## src/rtl/time_sync_phc_arb_pkg.sv

```systemverilog
// Shared ToD field layout, state encoding and arbitration mode constants
// for the PHC write arbiter.
package time_sync_pkg;

  localparam int TS_W       = 96;
  localparam int S_LSB      = 48;
  localparam int S_W        = 48;
  localparam int NS_LSB     = 16;
  localparam int NS_W       = 30;
  localparam int NS_FIELD_W = 32;
  localparam int SLOT_W     = S_W + NS_W;

  localparam logic [NS_FIELD_W-1:0] NS_PER_S = 32'd1_000_000_000;

  localparam int ARB_RR    = 0;
  localparam int ARB_FIXED = 1;

  typedef enum logic [1:0] {
    ST_IDLE    = 2'd0,
    ST_WRITE   = 2'd1,
    ST_HOLDOFF = 2'd2
  } state_e;

  // The full 32-bit ns field is range-checked, not just the 30 bits written.
  function automatic logic ns_valid(input logic [TS_W-1:0] ts);
    return ts[NS_LSB +: NS_FIELD_W] < NS_PER_S;
  endfunction

endpackage

```

## src/rtl/time_sync_phc_arb_rr_arbiter.sv

```systemverilog
// Combinational request arbiter: pending vector plus rotation pointer in,
// one-hot grant and binary index out. Fixed-priority mode ignores the pointer.
module time_sync_rr_arbiter
  import time_sync_pkg::*;
#(
  parameter int CH_COUNT     = 2,
  parameter int ARB_MODE     = ARB_RR,
  parameter int CH_IDX_WIDTH = (CH_COUNT > 1) ? $clog2(CH_COUNT) : 1
) (
  input  logic [CH_COUNT-1:0]     req_i,
  input  logic [CH_IDX_WIDTH-1:0] ptr_i,
  output logic [CH_COUNT-1:0]     gnt_o,
  output logic [CH_IDX_WIDTH-1:0] gnt_idx_o,
  output logic                    gnt_any_o
);

  int start_idx;
  int cand;

  always_comb begin
    gnt_o     = '0;
    gnt_idx_o = '0;
    gnt_any_o = 1'b0;
    cand      = 0;
    start_idx = (ARB_MODE == ARB_FIXED) ? 0 : int'(ptr_i);
    if (start_idx >= CH_COUNT) start_idx = 0;
    for (int k = 0; k < CH_COUNT; k++) begin
      cand = start_idx + k;
      if (cand >= CH_COUNT) cand = cand - CH_COUNT;
      if (!gnt_any_o && req_i[cand]) begin
        gnt_o[cand] = 1'b1;
        gnt_idx_o   = CH_IDX_WIDTH'(cand);
        gnt_any_o   = 1'b1;
      end
    end
  end

endmodule

```

## src/rtl/time_sync_phc_arb.sv

```systemverilog
// Funnels per-interface time-sync correction requests into the single PHC
// write port, with validation, arbitration, ack timeout, holdoff and counters.
module time_sync_phc_arb
  import time_sync_pkg::*;
#(
  parameter int CH_COUNT       = 2,
  parameter int ARB_MODE       = ARB_RR,
  parameter int HOLDOFF_CYCLES = 256,
  parameter int ACK_TIMEOUT    = 1024,
  parameter int CNT_WIDTH      = 16,
  parameter int CH_IDX_WIDTH   = (CH_COUNT > 1) ? $clog2(CH_COUNT) : 1
) (
  input  logic                       clk,
  input  logic                       rst,
  input  logic [CH_COUNT-1:0]        sync_wr_en,
  input  logic [CH_COUNT*TS_W-1:0]   sync_wr_ts,
  input  logic [CH_COUNT-1:0]        ch_enable,
  output logic                       time_sync_wr_en,
  output logic [NS_W-1:0]            time_sync_wr_ns,
  output logic [S_W-1:0]             time_sync_wr_s,
  input  logic                       time_sync_wr_ack,
  output logic [CH_COUNT-1:0]        pending,
  output logic                       busy,
  output logic [CH_IDX_WIDTH-1:0]    last_ch,
  output logic [CNT_WIDTH-1:0]       wr_count,
  output logic [CNT_WIDTH-1:0]       drop_count,
  output logic [CNT_WIDTH-1:0]       invalid_count,
  output logic [CNT_WIDTH-1:0]       timeout_count
);

  // The IDLE arbitration cycle is the last low cycle of the holdoff gap,
  // so the HOLDOFF state itself lasts HOLDOFF_CYCLES-1 cycles.
  localparam int HO_LAST = (HOLDOFF_CYCLES > 1) ? HOLDOFF_CYCLES - 2 : 0;
  localparam int TO_LAST = (ACK_TIMEOUT > 1) ? ACK_TIMEOUT - 1 : 0;

  function automatic logic [CNT_WIDTH-1:0] sat_add(input logic [CNT_WIDTH-1:0] c,
                                                   input logic [4:0] n);
    logic [CNT_WIDTH+5:0] s;
    s = {6'b0, c} + {{(CNT_WIDTH+1){1'b0}}, n};
    if (s > {6'b0, {CNT_WIDTH{1'b1}}}) return {CNT_WIDTH{1'b1}};
    return s[CNT_WIDTH-1:0];
  endfunction

  state_e                  state_q, state_d;
  logic [31:0]             tmr_q, tmr_d;
  logic [CH_COUNT-1:0]     pend_q, pend_d;
  logic [SLOT_W-1:0]       slot_q [CH_COUNT];
  logic [SLOT_W-1:0]       slot_d [CH_COUNT];
  logic [CH_IDX_WIDTH-1:0] ptr_q, ptr_d;
  logic [CH_IDX_WIDTH-1:0] last_ch_q, last_ch_d;
  logic [S_W-1:0]          wr_s_q, wr_s_d;
  logic [NS_W-1:0]         wr_ns_q, wr_ns_d;
  logic [CNT_WIDTH-1:0]    wr_cnt_q, wr_cnt_d;
  logic [CNT_WIDTH-1:0]    drop_q, drop_d;
  logic [CNT_WIDTH-1:0]    inv_q, inv_d;
  logic [CNT_WIDTH-1:0]    to_q, to_d;

  logic [CH_COUNT-1:0]     arb_req, gnt, taken;
  logic [CH_IDX_WIDTH-1:0] gnt_idx;
  logic                    gnt_any, grant_fire, ack_hit, to_hit;
  logic [SLOT_W-1:0]       sel_slot;
  logic [TS_W-1:0]         ts_ch;
  logic                    req_ok, req_bad;
  logic [4:0]              drop_n, inv_n;
  logic [CH_COUNT*16-1:0]  fns_unused;

  // A channel disabled this cycle must not win even if its flag is still set.
  assign arb_req = pend_q & ch_enable;

  time_sync_rr_arbiter #(
    .CH_COUNT    (CH_COUNT),
    .ARB_MODE    (ARB_MODE),
    .CH_IDX_WIDTH(CH_IDX_WIDTH)
  ) u_arb (
    .req_i    (arb_req),
    .ptr_i    (ptr_q),
    .gnt_o    (gnt),
    .gnt_idx_o(gnt_idx),
    .gnt_any_o(gnt_any)
  );

  assign grant_fire = (state_q == ST_IDLE) && gnt_any;
  assign taken      = gnt & {CH_COUNT{grant_fire}};

  always_comb begin
    sel_slot = '0;
    for (int i = 0; i < CH_COUNT; i++) begin
      sel_slot = sel_slot | (slot_q[i] & {SLOT_W{gnt[i]}});
    end
  end

  always_ff @(posedge clk) begin
    if (rst) begin
      state_q <= ST_IDLE;
      tmr_q   <= '0;
    end else begin
      state_q <= state_d;
      tmr_q   <= tmr_d;
    end
  end

  always_comb begin
    state_d = state_q;
    tmr_d   = tmr_q;
    ack_hit = 1'b0;
    to_hit  = 1'b0;
    case (state_q)
      ST_IDLE: begin
        if (gnt_any) begin
          state_d = ST_WRITE;
          tmr_d   = '0;
        end
      end
      ST_WRITE: begin
        // Ack wins over a timeout expiring on the same cycle.
        if (time_sync_wr_ack) ack_hit = 1'b1;
        else if (tmr_q == 32'(TO_LAST)) to_hit = 1'b1;
        else tmr_d = tmr_q + 32'd1;
        if (ack_hit || to_hit) begin
          state_d = (HOLDOFF_CYCLES > 1) ? ST_HOLDOFF : ST_IDLE;
          tmr_d   = '0;
        end
      end
      ST_HOLDOFF: begin
        if (tmr_q == 32'(HO_LAST)) state_d = ST_IDLE;
        else tmr_d = tmr_q + 32'd1;
      end
      default: state_d = ST_IDLE;
    endcase
  end

  always_comb begin
    time_sync_wr_en = (state_q == ST_WRITE);
    busy            = (state_q != ST_IDLE);
  end

  always_comb begin
    pend_d     = pend_q;
    drop_n     = '0;
    inv_n      = '0;
    ts_ch      = '0;
    req_ok     = 1'b0;
    req_bad    = 1'b0;
    fns_unused = '0;
    for (int i = 0; i < CH_COUNT; i++) begin
      ts_ch   = sync_wr_ts[i*TS_W +: TS_W];
      fns_unused[i*16 +: 16] = ts_ch[15:0];
      req_ok  = sync_wr_en[i] && ch_enable[i] && ns_valid(ts_ch);
      req_bad = sync_wr_en[i] && ch_enable[i] && !ns_valid(ts_ch);
      slot_d[i] = req_ok ? {ts_ch[S_LSB +: S_W], ts_ch[NS_LSB +: NS_W]} : slot_q[i];
      if (!ch_enable[i]) begin
        pend_d[i] = 1'b0;
      end else if (req_ok) begin
        pend_d[i] = 1'b1;
        if (pend_q[i] && !taken[i]) drop_n = drop_n + 5'd1;
      end else if (taken[i]) begin
        pend_d[i] = 1'b0;
      end
      if (req_bad) inv_n = inv_n + 5'd1;
    end
  end

  always_comb begin
    wr_s_d    = wr_s_q;
    wr_ns_d   = wr_ns_q;
    last_ch_d = last_ch_q;
    ptr_d     = ptr_q;
    if (grant_fire) begin
      wr_s_d    = sel_slot[SLOT_W-1 -: S_W];
      wr_ns_d   = sel_slot[NS_W-1:0];
      last_ch_d = gnt_idx;
      ptr_d     = (gnt_idx == CH_IDX_WIDTH'(CH_COUNT - 1)) ? '0
                                                           : gnt_idx + CH_IDX_WIDTH'(1);
    end
    wr_cnt_d = sat_add(wr_cnt_q, {4'b0, ack_hit});
    to_d     = sat_add(to_q, {4'b0, to_hit});
    drop_d   = sat_add(drop_q, drop_n);
    inv_d    = sat_add(inv_q, inv_n);
  end

  always_ff @(posedge clk) begin
    if (rst) begin
      pend_q    <= '0;
      ptr_q     <= '0;
      last_ch_q <= '0;
      wr_s_q    <= '0;
      wr_ns_q   <= '0;
      wr_cnt_q  <= '0;
      drop_q    <= '0;
      inv_q     <= '0;
      to_q      <= '0;
      for (int i = 0; i < CH_COUNT; i++) slot_q[i] <= '0;
    end else begin
      pend_q    <= pend_d;
      ptr_q     <= ptr_d;
      last_ch_q <= last_ch_d;
      wr_s_q    <= wr_s_d;
      wr_ns_q   <= wr_ns_d;
      wr_cnt_q  <= wr_cnt_d;
      drop_q    <= drop_d;
      inv_q     <= inv_d;
      to_q      <= to_d;
      for (int i = 0; i < CH_COUNT; i++) slot_q[i] <= slot_d[i];
    end
  end

  assign pending         = pend_q;
  assign last_ch         = last_ch_q;
  assign time_sync_wr_s  = wr_s_q;
  assign time_sync_wr_ns = wr_ns_q;
  assign wr_count        = wr_cnt_q;
  assign drop_count      = drop_q;
  assign invalid_count   = inv_q;
  assign timeout_count   = to_q;

endmodule

```

## config.mk

```make
export PLATFORM = sky130hd
export DESIGN_NAME = time_sync_phc_arb
export DESIGN_NICKNAME = d
export VERILOG_FILES = /design/src/rtl/time_sync_phc_arb_pkg.sv /design/src/rtl/time_sync_phc_arb_rr_arbiter.sv /design/src/rtl/time_sync_phc_arb.sv
export SDC_FILE = /design/constraint.sdc
export NUM_CORES = 1
export LEC_CHECK = 0
export BUFFER_PORTS_ARGS = -buffer_cell sky130_fd_sc_hd__buf_2
export CAP_MARGIN = 20
export CELL_PAD_IN_SITES_DETAIL_PLACEMENT = 2
export CELL_PAD_IN_SITES_GLOBAL_PLACEMENT = 2
export CORE_ASPECT_RATIO = 1.4
export CORE_MARGIN = 5
export CORE_UTILIZATION = 29
export CTS_CLUSTER_SIZE = 16
export DETAILED_ROUTE_END_ITERATION = 10
export PLACE_DENSITY = 0.75
export SYNTH_ARGS = -nofsm -noshare
export SYNTH_HDL_FRONTEND = slang
export SYNTH_SLANG_ARGS = --single-unit
```

## constraint.sdc

```tcl
create_clock -name clk -period 3.91 [get_ports clk]
set_input_delay 0.782 -clock clk [delete_from_list [all_inputs] [get_ports clk]]
set_output_delay 0.782 -clock clk [all_outputs]
set_load 0.005 [all_outputs]
```

==> flow_metrics.tcl, run 1 <==
set metrics [dict create \
    outcome "finished clean" \
    seqCellArea_um2 6726 \
    dr.pass1.iters 6 \
    leakagePower_nw 7.922 \
    via_per_inst 5.066 \
    seq_area_frac_synth_pct 50.65 \
    finalCritPeriodShare_pct 92.41 \
    drive_gt1_share_pct 25.23 \
    r2r_cells 16 \
    startpoint "sync_wr_ts[25]" \
    holdWs_ns 0.4832 \
    fin_tns_setup_ns 0 \
    synth_top_area_cell "dfxtp_1" \
    die_w_um 190.9 \
    critPathCaptureType "flop" \
    row_count 92 \
    synth_most_common_cell "dfxtp_1" \
    synth_fp_nets 1593 \
    place_ws_ns -0.4968 \
    setup_viol 0 \
    finalInstanceArea_um2 16920 \
    cts-htree-levels 2 \
    num-nets-final 1900 \
    dp_hpwl_um 33720 \
    p_total_mw 7.722 \
    cts_setup_buffers 0 \
    yosys_warnings 0 \
    yosysTopAreaCellShare_pct 50.65 \
    async_reset_ff_share_pct 0 \
    cts_buffers 37 \
    powerDensity_nw_per_um2 456.5 \
    drtIter0Drc 635 \
    crit_path_cell_trace "buf_2 > o21ai_0 > buf_4 > a211oi_1 > nor2_1 > buf_4 > o31ai_4 > nor2_1 > ha_1 > mux2_2 > ha_1 > fa_1 > nand3_1 > nor3_1 > nand3_1 > nand2_1 > mux2i_1 > nor2_1" \
    gp_congestion 0.7784 \
    min_path_type "input pin to flop" \
    crit_end "drop_count[15]" \
    grt_pass1_wl_um 74290 \
    vias 11813 \
    io_buffers 313 \
    ir_worst_vdd_v 0.0003034 \
    min_period_ns 3.613 \
    clock-sinks 336 \
    fin_util_pct 37.39 \
    critPathRequiredTime_ns 4.30 \
    synth_area_leaders "dfxtp_1 (51%), mux2i_1 (12%), nor2_1 (8.5%), a222oi_1 (5.9%), xor2_1 (2.7%)" \
    gr-total-overflow 0 \
    crit_path_frequent_cell "nor2_1" \
    ys_seq_elements 336 \
    slew_viol_final 0 \
    start_util_pct 29.35 \
    coreArea_um2 45240 \
    critPathSlowestCell "fa_1" \
    grt_pass1_vias 13136 \
    cts_resized 0 \
    clk_latency_ns 0.53 \
    max_freq_mhz 276.7 \
    antenna_found_initial 20 \
    floorplan.die_area_um2 50230 \
    rsz0062_at_grt "no" \
    switchingPower_mw 1.921 \
    finClkSkew_ns 0.01940 \
    r2r_slack_ns 0.60 \
    final_hold_viol_count 0 \
    cpPeakStageDelay_ns 0.41 \
    syn_avg_cell_area_um2 9.657 \
    synthCells 1375 \
    rr_endpoint "drop_count[15]" \
    synth_edf_count 0 \
    ant_nets 0 \
    netlist_area_um2 13280 \
    p_clk_share_pct 46.0 \
    critPathKind "input pin to flop" \
    worst_slack_ns 0.2966 \
    die_h_um 263.2 \
    cts_root_buf "clkbuf_16" \
    internal-power_mw 5.801 \
    fin_cells 2332 \
    max_cap_viol_count 0 \
    combPwrFrac_pct 8.4 \
    cts_max_path_buffers 3 \
    regToRegStartpoint "state_q[0]" \
    crit_fanout 4 \
    critPathLaunchType "input pin" \
    wl_per_cell_um 20.60 \
    relSlewSlack_pct 22.39 \
    fill_cells 4992 \
    multi_input_area_um2 6175 \
    dpl-instance-area_um2 15660 \
    cp.arrival_ns 4.00 \
    post-place-cells 2254 \
    grt_max_degree 106 \
    seqPwrFrac_pct 45.7 \
    synthFlopType "dfxtp_1" \
    areaGrowthSynthToFinish_pct 27.38 \
    netSwitchingFraction_pct 24.87 \
    synth_common_cells "dfxtp_1 (336), nor2_1 (302), mux2i_1 (155), a222oi_1 (78), a21oi_1 (69)" \
    cts_tree "yes" \
    wirelength_um 48040 \
    grt_usage_pct 18.37 \
    synth_cell_types 54 \
    pin_count 346 \
    drc_errors 0 \
    cts_hold_buf 0 \
    clk_pin_slew_ns 0.06 \
    worst_slew_pin_slew_ns 1.164 \
]
[logic make-up (layout without fill, tap and decap cells)]
| group | Yosys count | count (layout) | share of synthesized area, % |
|---|---|---|---|
| AOI/OAI and AO/OA | 195 | 195 | 11.12 |
| xor gates and xnor gates | 68 | 68 | 4.485 |
| adders and majority gates | 19 | 19 | 1.903 |
| buffers and inverters | 109 | 442 | 3.430 |
| DFF | 336 | 336 | 50.65 |
| muxes | 156 | 156 | 11.77 |
| other | 0 | 13 | 0 |
| and+or+nand+nor | 492 | 492 | 16.64 |
[worst min path at each step]
stage / from / to / depth (start not counted) / slack, ns
5_1_grt: sync_wr_ts[166] / slot_q[0][130] / 3 / 0.47
3_3_place_gp: slot_q[0][28] / slot_q[0][28] / 1 / 0.46
3_5_place_dp: slot_q[0][28] / slot_q[0][28] / 1 / 0.48
6_report: sync_wr_ts[65] / slot_q[0][47] / 3 / 0.48
4_1_cts: sync_wr_ts[120] / slot_q[0][86] / 3 / 0.46
2_1_floorplan: slot_q[0][28] / slot_q[0][28] / 1 / 0.44
[power by group through the flow]
| stage | sequential (mW) | combinational, mW | clock [mW] |
|---|---|---|---|
| final | 3.53 | 0.646 | 3.55 |
| after detailed placement | 3.60 | 0.663 | 0 |
| after CTS | 3.53 | 0.665 | 3.67 |
| after global routing | 3.53 | 0.723 | 3.81 |
| after global placement | 3.60 | 0.636 | 0 |
| after floorplan | 3.59 | 0.402 | 0 |
[routing by layer]
layer	global-route usage [%]	routed length (um)	vias to the layer above
met5	0	87	-
met4	7.458	2006	14
met3	5.341	3054	94
met2	34.20	25490	297
met1	19.09	17410	5865
li1	-	-	5543
[placed cells by master, fill, tap and decap left out, types with 27 or more instances in the layout]
cell       instances
nand3_1           44
buf_4             38
xnor2_1           27
mux2i_1          155
nand2_1           43
a222oi_1          78
xor2_1            41
nor2_1           302
clkbuf_16         37
a21oi_1           68
buf_2            312
dfxtp_1          336
[critical path, delay by kind of cell]
kind / cells / cell delay (ns)
adders and majority gates: 3 / 0.91
buffers and inverters: 3 / 0.42
muxes: 2 / 0.39
and+or+nand+nor: 7 / 0.87
AOI/OAI and AO/OA: 3 / 0.63
[final cells by class]
cell class,count,area share [%]
antenna,13,0.1923
clock buffer,46,5.910
clock inverter,19,1.235
inverter,23,0.5104
multi-input combinational,930,36.50
sequential,336,39.77
tap,611,4.520
timing repair buffer,354,11.36
[registers in the layout, indices dropped and copies added, names as in the netlist]
name             flops
state_q              2
wr_count            16
time_sync_wr_s      48
last_ch              1
drop_count          16
ptr_q                1
tmr_q               32
pending              2
time_sync_wr_ns     30
slot_q             156
invalid_count       16
timeout_count       16
No activity file was read; power rests on OpenSTA's default activity.
==> inputs of run 2 (changes only) <==
- ABC_AREA: unset -> 1
- CORE_UTILIZATION: 29 -> 27
- REMOVE_ABC_BUFFERS: unset -> 1
- SLEW_MARGIN: unset -> 5
==> run 2 against run 1 <==
Net effect: clock skew shrank 0.0053 ns; combinational power grew 27%; global-route usage shrank 0.39 points; cell count grew 34%; synthesized area grew 12%; wire length grew 16%; largest cell class unchanged; maximum frequency grew 2.7%; register-to-register slack lost 0.09 ns; via count grew 24%; highest routed layer unchanged.
==> flow_metrics.tcl, run 2 <==
set metrics [dict create \
    largest_register_ffs 156 \
    post-place-cells 3044 \
    min_path_type "input pin to flop" \
    grt_pass1_vias 16255 \
    vias 14679 \
    cts_max_path_buffers 3 \
    crit_fanout 3 \
    critPathKind "input pin to flop" \
    netlist_area_um2 14910 \
    cts_tree "yes" \
    wirelength_um 55760 \
    powerDensity_nw_per_um2 437.5 \
    worstHoldStart "sync_wr_ts[52]" \
    gp_congestion 0.7604 \
    grt_max_degree 140 \
    grt_usage_pct 17.98 \
    leakagePower_nw 8.826 \
    layout_commonest_cell "nand2_1" \
    areaGrowthSynthToFinish_pct 24.52 \
    die_h_um 288.0 \
    floorplan.die_area_um2 60080 \
    fin_tns_setup_ns 0 \
    io_buffers 313 \
    max_freq_mhz 284.2 \
    final_cell_mix "nand2_1 (465), inv_1 (345), dfxtp_1 (336)" \
    synth_top_area_cell "dfxtp_1" \
    slew_viol_final 0 \
    clk_latency_ns 0.56 \
    finalInstanceArea_um2 18560 \
    cts_buffers 40 \
    synth_area_leaders "dfxtp_1 (45%), nand2_1 (12%), inv_1 (8.7%), nor2_1 (6.4%), a21oi_1 (4.9%)" \
    cts_hold_buf 0 \
    antenna_found_initial 10 \
    synth_most_common_cell "nand2_1" \
    outcome "finished clean" \
    async_reset_ff_share_pct 0 \
    yosysTopAreaCellShare_pct 45.12 \
    seq_area_frac_synth_pct 45.12 \
    startpoint "sync_wr_ts[38]" \
    relSlewSlack_pct 24.02 \
    wl_per_cell_um 17.83 \
    critPathRequiredTime_ns 4.35 \
    fin_cells 3128 \
    start_util_pct 27.10 \
    synthFlopType "dfxtp_1" \
    min_period_ns 3.519 \
    rsz0062_at_grt "no" \
    fill_cells 6593 \
    die_w_um 208.6 \
    regToRegStartpoint "tmr_q[1]" \
    fin_util_pct 33.75 \
    pin_count 346 \
    coreArea_um2 55010 \
    critPathLaunchType "input pin" \
    ir_worst_vdd_v 0.0002959 \
    synthCells 2070 \
    top_register "slot_q" \
    grt_pass1_wl_um 87890 \
    dp_hpwl_um 39010 \
    cts_root_buf "clkbuf_16" \
    holdWs_ns 0.4460 \
    cp.arrival_ns 3.96 \
    synth_common_cells "nand2_1 (466), inv_1 (346), dfxtp_1 (336), nor2_1 (256), a21oi_1 (147)" \
    via_per_inst 4.693 \
    worst_slew_pin_slew_ns 1.140 \
    setup_viol 0 \
    row_count 102 \
    clk_pin_slew_ns 0.06 \
    ant_nets 0 \
    max_cap_viol_count 0 \
    finalCritPeriodShare_pct 90.00 \
    clock-sinks 336 \
    cts-htree-levels 2 \
    critPathCaptureType "flop" \
    dr.pass1.iters 4 \
    yosys_warnings 0 \
    synth_cell_types 45 \
    gr-total-overflow 0 \
    final_hold_viol_count 0 \
    num-nets-final 2576 \
    finClkSkew_ns 0.01408 \
    drtIter0Drc 486 \
    ys_seq_elements 336 \
    dpl-instance-area_um2 17220 \
    syn_avg_cell_area_um2 7.201 \
    drive_gt1_share_pct 19.34 \
    synth_edf_count 0 \
    drc_errors 0 \
]
-- run 2: cells by family after synthesis --
kind of cell | count (synthesis) | share of synthesized area, %
AOI/OAI and AO/OA | 341 | 13.66
adders and majority gates | 19 | 1.695
DFF | 336 | 45.12
xor gates and xnor gates | 52 | 3.055
buffers and inverters | 450 | 11.93
and+or+nand+nor | 872 | 24.54
-- run 2: routing by layer --
metal,vias up,routed length [um],track usage [%],part of all wire [%]
met4,4,1486,5.402,2.7
met1,7248,22650,20.26,41
met2,279,28810,33.84,52
met3,81,2781,3.848,5.0
li1,7067,-,-,-
met5,-,26,0,0.047
-- run 2: where the power goes --
group | internal [mW] | switching (mW) | total [mW]
logic | 0.242 | 0.578 | 0.820
registers | 3.50 | 0.0360 | 3.54
clock network | 2.18 | 1.58 | 3.76
total | 5.92 | 2.20 | 8.12
-- run 2: final timing paths --
check | slack [ns] | depth (start not counted) | endpoint
max | 0.39 | 26 | drop_count[14]
min reg2reg | 0.46 | 2 | slot_q[0][150]
max reg2reg | 0.51 | 15 | timeout_count[2]
min | 0.45 | 3 | slot_q[0][34]
-- run 2: stage by stage --
| step | power, mW | setup slack, ns |
|---|---|---|
| 2_1_floorplan | 4.089 | -3.505 |
| 3_3_place_gp | 4.412 | -0.09821 |
| 3_5_place_dp | 4.458 | -0.1768 |
| 4_1_cts | 8.301 | 0.3077 |
| 5_1_grt | 8.505 | 0.06253 |
| 6_report | 8.121 | 0.3911 |
-- run 2: area by class of cell --
type,count,area [um^2],share of cell area (%)
inverters,350,1324,7.132
clock inverters,13,120.1,0.6471
clock buffers,60,1186,6.390
repair buffers,346,1852,9.976
well taps,728,910.9,4.907
flip-flops and latches,336,6726,36.24
multi-input cells,1284,6415,34.56
diodes,11,27.53,0.1483
-- run 2: critical path: stages --
cell and delay (ns):
buf_2 0.11, inv_1 0.06, nand2_1 0.05, nor3_1 0.21, buf_4 0.17, nand3_1 0.06
nand2_1 0.08, nand2_1 0.08, nand4_1 0.20, nor2_1 0.12, ha_1 0.29, inv_1 0.04
o21ai_0 0.17, ha_1 0.22, fa_1 0.22, nand3_1 0.10, nor3_1 0.21, nand2_1 0.10
inv_1 0.07, nand2_1 0.08, inv_1 0.07, nand3_1 0.10, nor2_1 0.15, nand3_1 0.09
nand2_1 0.07, nor2_1 0.06
-- run 2: what timing repair did --
| action | 4_1_cts | 5_1_grt |
|---|---|---|
| setup buffers | 0 | 0 |
| setup endpoints to repair | 0 | 5 |
| resized for setup | 0 | 1 |
